$ cat src/rtl/dir_input_queue.sv
// rtl/dir_input_queue.sv - debounced direction buttons feeding a legal-turn token FIFO
// Optional DIR_QUEUE_OVERWRITE_EN: a press while full without pop replaces the newest entry.
module dir_input_queue #(
  parameter int DEPTH           = 4,
  parameter int DEBOUNCE_CYCLES = 10000,
  parameter int CNT_W           = 14,
  localparam int PW             = $clog2(DEPTH),
  localparam int CW             = $clog2(DEPTH) + 1
) (
  input  logic          hwclk,
  input  logic          reset,
  input  logic          sync_clear,
  input  logic [3:0]    dir_pb,
  input  logic          pop,
  output logic          dir_valid,
  output logic [1:0]    dir_head,
  output logic [1:0]    cur_dir,
  output logic [CW-1:0] count,
  output logic          full,
  output logic          drop_pulse
);

  logic [3:0]       sync1, sync2, deb, armed, press_q;
  logic [1:0]       sync_age;
  logic [CNT_W-1:0] cnt [4];

  logic [1:0]    mem [DEPTH];
  logic [PW-1:0] rd_ptr, wr_ptr, next_rd;
  logic [CW-1:0] next_count;
  logic [1:0]    token, ref_dir;
  logic          do_pop, do_push, do_ovw, reject;
`ifdef DIR_QUEUE_OVERWRITE_EN
  logic [1:0]    second_dir;
`endif

  assign dir_valid = (count != '0);
  assign full      = (count == CW'(DEPTH));

  // A button is armed only once it has been seen released after reset, so a
  // level held through reset never turns into a press.
  always_ff @(posedge hwclk or posedge reset) begin
    if (reset) begin
      sync1 <= '0; sync2 <= '0; deb <= '0; armed <= '0; press_q <= '0; sync_age <= '0;
      for (int i = 0; i < 4; i++) cnt[i] <= '0;
    end else if (sync_clear) begin
      sync1 <= '0; sync2 <= '0; deb <= '0; armed <= '0; press_q <= '0; sync_age <= '0;
      for (int i = 0; i < 4; i++) cnt[i] <= '0;
    end else begin
      sync1 <= dir_pb;
      sync2 <= sync1;
      if (sync_age != 2'd2) sync_age <= sync_age + 2'd1;
      for (int i = 0; i < 4; i++) begin
        armed[i]   <= armed[i] | ((sync_age == 2'd2) & ~sync2[i]);
        press_q[i] <= 1'b0;
        if (sync2[i] == deb[i]) begin
          cnt[i] <= '0;
        end else if (cnt[i] == CNT_W'(DEBOUNCE_CYCLES - 1)) begin
          deb[i]     <= sync2[i];
          cnt[i]     <= '0;
          press_q[i] <= sync2[i] & armed[i];
        end else begin
          cnt[i] <= cnt[i] + CNT_W'(1);
        end
      end
    end
  end

  always_comb begin
    token = 2'b01;
    if (press_q[3])      token = 2'b00;
    else if (press_q[2]) token = 2'b11;
    else if (press_q[1]) token = 2'b10;
    ref_dir = (count == '0) ? cur_dir : mem[wr_ptr - PW'(1)];
    do_pop  = pop && dir_valid;
    do_push = 1'b0;
    do_ovw  = 1'b0;
    reject  = 1'b0;
`ifdef DIR_QUEUE_OVERWRITE_EN
    second_dir = mem[wr_ptr - PW'(2)];
`endif
    if (press_q != 4'd0) begin
      if ((press_q & (press_q - 4'd1)) != 4'd0) begin
        reject = 1'b1;
      end else if (!full || do_pop) begin
        do_push = (token != ref_dir) && (token != (ref_dir ^ 2'b10));
        reject  = !do_push;
      end else begin
        reject = 1'b1;
`ifdef DIR_QUEUE_OVERWRITE_EN
        do_ovw = (token != second_dir) && (token != (second_dir ^ 2'b10));
`endif
      end
    end
    next_rd    = do_pop ? rd_ptr + PW'(1) : rd_ptr;
    next_count = count + CW'(do_push) - CW'(do_pop);
  end

  // dir_head is loaded with whatever will sit at the head after this edge,
  // bypassing the write when the pushed token lands at the head slot.
  always_ff @(posedge hwclk or posedge reset) begin
    if (reset) begin
      rd_ptr <= '0; wr_ptr <= '0; count <= '0; cur_dir <= 2'b01; dir_head <= 2'b00; drop_pulse <= 1'b0;
      for (int i = 0; i < DEPTH; i++) mem[i] <= 2'b00;
    end else if (sync_clear) begin
      rd_ptr <= '0; wr_ptr <= '0; count <= '0; cur_dir <= 2'b01; dir_head <= 2'b00; drop_pulse <= 1'b0;
      for (int i = 0; i < DEPTH; i++) mem[i] <= 2'b00;
    end else begin
      drop_pulse <= reject;
      count      <= next_count;
      if (do_push) begin
        mem[wr_ptr] <= token;
        wr_ptr      <= wr_ptr + PW'(1);
      end
      if (do_ovw) mem[wr_ptr - PW'(1)] <= token;
      if (do_pop) begin
        rd_ptr  <= next_rd;
        cur_dir <= dir_head;
      end
      if (do_push && next_rd == wr_ptr)                dir_head <= token;
      else if (do_ovw && next_rd == wr_ptr - PW'(1))   dir_head <= token;
      else if (next_count != '0)                       dir_head <= mem[next_rd];
    end
  end

endmodule
$ cat config.mk
export PLATFORM = sky130hd
export DESIGN_NAME = dir_input_queue
export DESIGN_NICKNAME = d
export VERILOG_FILES = /design/src/rtl/dir_input_queue.sv
export SDC_FILE = /design/constraint.sdc
export NUM_CORES = 1
export LEC_CHECK = 0
export ABC_AREA = 1
export BUFFER_PORTS_ARGS = -buffer_cell sky130_fd_sc_hd__buf_2
export CAP_MARGIN = 10
export CORE_AREA = 4 4 72 140
export CTS_BUF_LIST = sky130_fd_sc_hd__clkbuf_4
export CTS_CLUSTER_SIZE = 20
export DETAILED_ROUTE_END_ITERATION = 6
export DIE_AREA = 0 0 76 144
export PLACE_DENSITY = 0.74
export SKIP_CTS_REPAIR_TIMING = 1
export SYNTH_ARGS = -nofsm -noshare
export SYNTH_HDL_FRONTEND = slang
export SYNTH_SLANG_ARGS = --single-unit
$ cat constraint.sdc
create_clock -name hwclk -period 3.3 [get_ports hwclk]
set_input_delay 0.165 -clock hwclk [delete_from_list [all_inputs] [get_ports hwclk]]
set_output_delay 0.165 -clock hwclk [all_outputs]
set_load 0.005 [all_outputs]
==> flow_summary.json <==
{
  "cts_buffers": 9,
  "cts_tree": "yes",
  "crit_family": "adder cells",
  "status": "finished clean",
  "grt_use_met3_pct": 2.49,
  "rows": 49,
  "met1_usage_pct": 19.5,
  "cp.required_ns": 3.65,
  "finalCriticalPeriod_ns": 3.10,
  "place_congestion": 0.873,
  "routedWlPerCell_um": 13.3,
  "p_per_area_mw_per_mm2": 360,
  "netlist_top_cells_count": "nand2_1 (104), dfrtp_1 (97), inv_1 (85)",
  "p_clk_share_pct": 28.6,
  "layout_worst_path_cycle_share_pct": 93.8,
  "critical_path_class": "reg2reg",
  "h-tree-depth": 3,
  "yosys.area.top_type": "dfrtp_1",
  "internal_power_mw": 1.44,
  "pwr-share-comb_pct": 5.9,
  "start_util_pct": 53.9,
  "cpMaxStageDelayCell": "dfrtp_2",
  "synth_seq_cells": 98,
  "min_from": "pop",
  "final_util_pct": 58.5,
  "yosysMostFrequentCell": "nand2_1",
  "synth_top_area_share_pct": 50.0,
  "nets": 631,
  "grt_pass1_vias": 3904,
  "r2r-end": "dir_head[1]$_DFFE_PP0P_",
  "share_seq_of_total_power_pct": 65.5,
  "cts_root_buffer": "clkbuf_4",
  "synth_edf_count": 0,
  "vdd_drop_max_v": 0.000266,
  "grt_pass1_wl_um": 16600,
  "io-pin-count": 18,
  "end_kind": "flop",
  "core_area_sq_mm": 0.00901,
  "synth_cell_types": 39,
  "hold_violations": 0,
  "cp_max_fo": 8,
  "dp_slack_ns": 0.00943,
  "path_buf_inv": 5,
  "timing.rr.start": "wr_ptr[0]$_DFFE_PP0P_",
  "first_pass_iters": 4,
  "fin_worst_skew_ns": 0.0217,
  "arrival_ns": 3.44,
  "fin_ws_ns": 0.204,
  "clk_pin_slew_ns": 0.15,
  "routed_wl_um": 9580,
  "hp-class": "in2reg",
  "tightest_slew_ns": 0.707,
  "syn_area_per_cell_sq_um": 8.42,
  "dieArea_sq_mm": 0.0109,
  "startpoint_type": "flop",
  "async_reset_ff_share_pct": 100,
  "slew_headroom_pct": 52.9,
  "synth_fp_nets": 597,
  "power.leakage_nw": 2.50,
  "dpl.hpwl_um": 7130,
  "crit_start": "wr_ptr[0]$_DFFE_PP0P_",
  "route.vias.total": 3830,
  "chipHeight_um": 144,
  "clock_path_buffers": 2,
  "crit_chain": "inv_2 -> ha_1 -> inv_1 -> nand3_1 -> nand3_1 -> nand3_2 -> nand3_4 -> nor2_8 -> inv_6 -> ha_1 -> inv_1 -> ha_1 -> inv_1 -> fa_1 -> xnor2_2 -> and3_4 -> a21oi_2 -> nand2_1 -> nand2_1",
  "crit_end": "dir_head[1]$_DFFE_PP0P_",
  "drive_gt1_share_pct": 11.7,
  "cp_num_cells": 19,
  "r2r_slack_ns": 0.20,
  "die_width_um": 76,
  "top_usage_layer": "met2",
  "synth-main-ff-cell": "dfrtp_1",
  "slowest_delay_ns": 0.42,
  "fill_cells": 779,
  "vias_per_cell": 5.33,
  "synth.yosys.seq_area_share_pct": 50.5,
  "clk-insertion-delay-late_ns": 0.43,
  "grt_overflow_total": 0,
  "area_delta_synth_final_pct": 8.58,
  "max_cap_viol_count": 0,
  "route.detailed.drc": 0,
  "clock_sinks": 98,
  "slew_violations": 0,
  "switching_power_uw": 459,
  "ys.warnings.count": 0,
  "r2r_cells": 19,
  "syn_area_sq_mm": 0.00486,
  "syn_inst": 577,
  "io_buffers": 17,
  "ant_nets": 0,
  "setup_viol": 0,
  "synth.area.top_cells": "dfrtp_1 (50%), nand2_1 (8.0%), inv_1 (6.6%)",
  "antenna_found_initial": 1,
  "use_met2_pct": 34.9,
  "grt_max_degree": 59,
  "grt_usage_pct": 18.5,
  "switching_share_pct": 24.2,
  "drt_iter0_markers": 230,
  "max_freq_mhz": 323
}
## power by group through the flow
stage	Clock (mW)	Sequential [mW]	Combinational (mW)
2_1_floorplan	0	1.26	0.0807
3_3_place_gp	0	1.27	0.106
3_5_place_dp	0	1.27	0.110
4_1_cts	0.572	1.24	0.110
5_1_grt	0.618	1.25	0.133
6_report	0.544	1.24	0.112
## layer usage
| metal | vias to the layer above | share of wire, % |
|---|---|---|
| met2 | 48 | 57 |
| met1 | 1830 | 38 |
| met3 | 24 | 2.0 |
| li1 | 1928 | - |
| met5 | - | 0 |
| met4 | 0 | 2.9 |
## metrics by stage
step	total power, mW	cell area [sq um]	std cells	hold WS, ns	TNS [ns]
6_report	1.90	5280	719	0.143	0
3_3_place_gp	1.37	5080	694	0.341	0
5_1_grt	2.00	5280	719	0.148	-0.00828
3_5_place_dp	1.38	5080	694	0.342	0
4_1_cts	1.93	5190	710	-0.159	0
2_1_floorplan	1.35	4860	577	0.266	0
## cell families (layout without fill, tap and decap cells)
family,after synthesis,count (layout),share of synthesized area [%]
AOI/OAI and AO/OA,75,75,8.88
xor gates and xnor gates,17,17,3.06
adders and majority gates,12,12,3.24
buffers and inverters,98,137,7.67
DFF,98,98,50.5
other,0,1,0
and+or+nand+nor,277,277,26.6
## final cells by class
cell class / count / area, sq um / share of cell area, %
Sequential cell: 98 / 2450 / 46.5
Multi-Input combinational cell: 381 / 2040 / 38.8
Inverter: 93 / 357 / 6.76
Timing Repair Buffer: 28 / 180 / 3.42
Tap cell: 102 / 128 / 2.42
Clock buffer: 12 / 90.1 / 1.71
Clock inverter: 4 / 18.8 / 0.356
Antenna cell: 1 / 2.50 / 0.0474
## state kept, by name (all words and copies together), names as in the netlist
register	count
cur_dir	2
dir_head	2
sync1	4
drop_pulse	1
sync2	4
wr_ptr	2
count	3
mem	8
cnt	56
press_q	4
deb	4
armed	4
sync_age	2
rd_ptr	2
## placed cells by master (no fill, tap or decap), types with 2 or more instances in the layout
| cell type | netlist | layout |
|---|---|---|
| nand3_1 | 41 | 41 |
| nand3_2 | 4 | 4 |
| buf_4 | 0 | 6 |
| a211oi_1 | 3 | 3 |
| nand2_2 | 6 | 6 |
| a21oi_1 | 28 | 28 |
| clkinv_1 | 2 | 5 |
| inv_1 | 85 | 84 |
| nand4_1 | 8 | 8 |
| clkbuf_4 | 0 | 12 |
| nor3b_1 | 8 | 8 |
| o21a_1 | 2 | 2 |
| dfrtp_1 | 97 | 96 |
| nand2_4 | 3 | 3 |
| a31oi_1 | 2 | 2 |
| nor4_1 | 5 | 5 |
| nor3_1 | 13 | 13 |
| dlygate4sd3_1 | 0 | 5 |
| and3_1 | 3 | 2 |
| o21ai_0 | 26 | 26 |
| inv_2 | 5 | 5 |
| nor2_1 | 74 | 74 |
| xor2_1 | 12 | 12 |
| o21ai_2 | 4 | 4 |
| xnor2_1 | 5 | 4 |
| nor2_2 | 2 | 2 |
| nand2_1 | 104 | 104 |
| o31ai_1 | 7 | 7 |
| buf_2 | 0 | 17 |
| ha_1 | 11 | 11 |
## worst min-delay path, delay by kind of cell
family	cells	cell delay, ns
AND/OR/NAND/NOR	2	0.22
AO/OA/AOI/OAI	1	0.06
buffers and inverters	1	0.14
## how the worst min path moves through the flow
stage	end	slack, ns	cells after the start
5_1_grt	count[0]$_DFF_PP0_	0.15	2
2_1_floorplan	sync1[0]$_DFF_PP0_	0.27	2
6_report	cur_dir[0]$_DFFE_PP1P_	0.14	4
3_5_place_dp	cnt[5]$_DFF_PP0_	0.34	2
3_3_place_gp	cnt[5]$_DFF_PP0_	0.34	2
4_1_cts	mem[7]$_DFFE_PP0P_	-0.16	2
(Power assumes the default switching activity.)
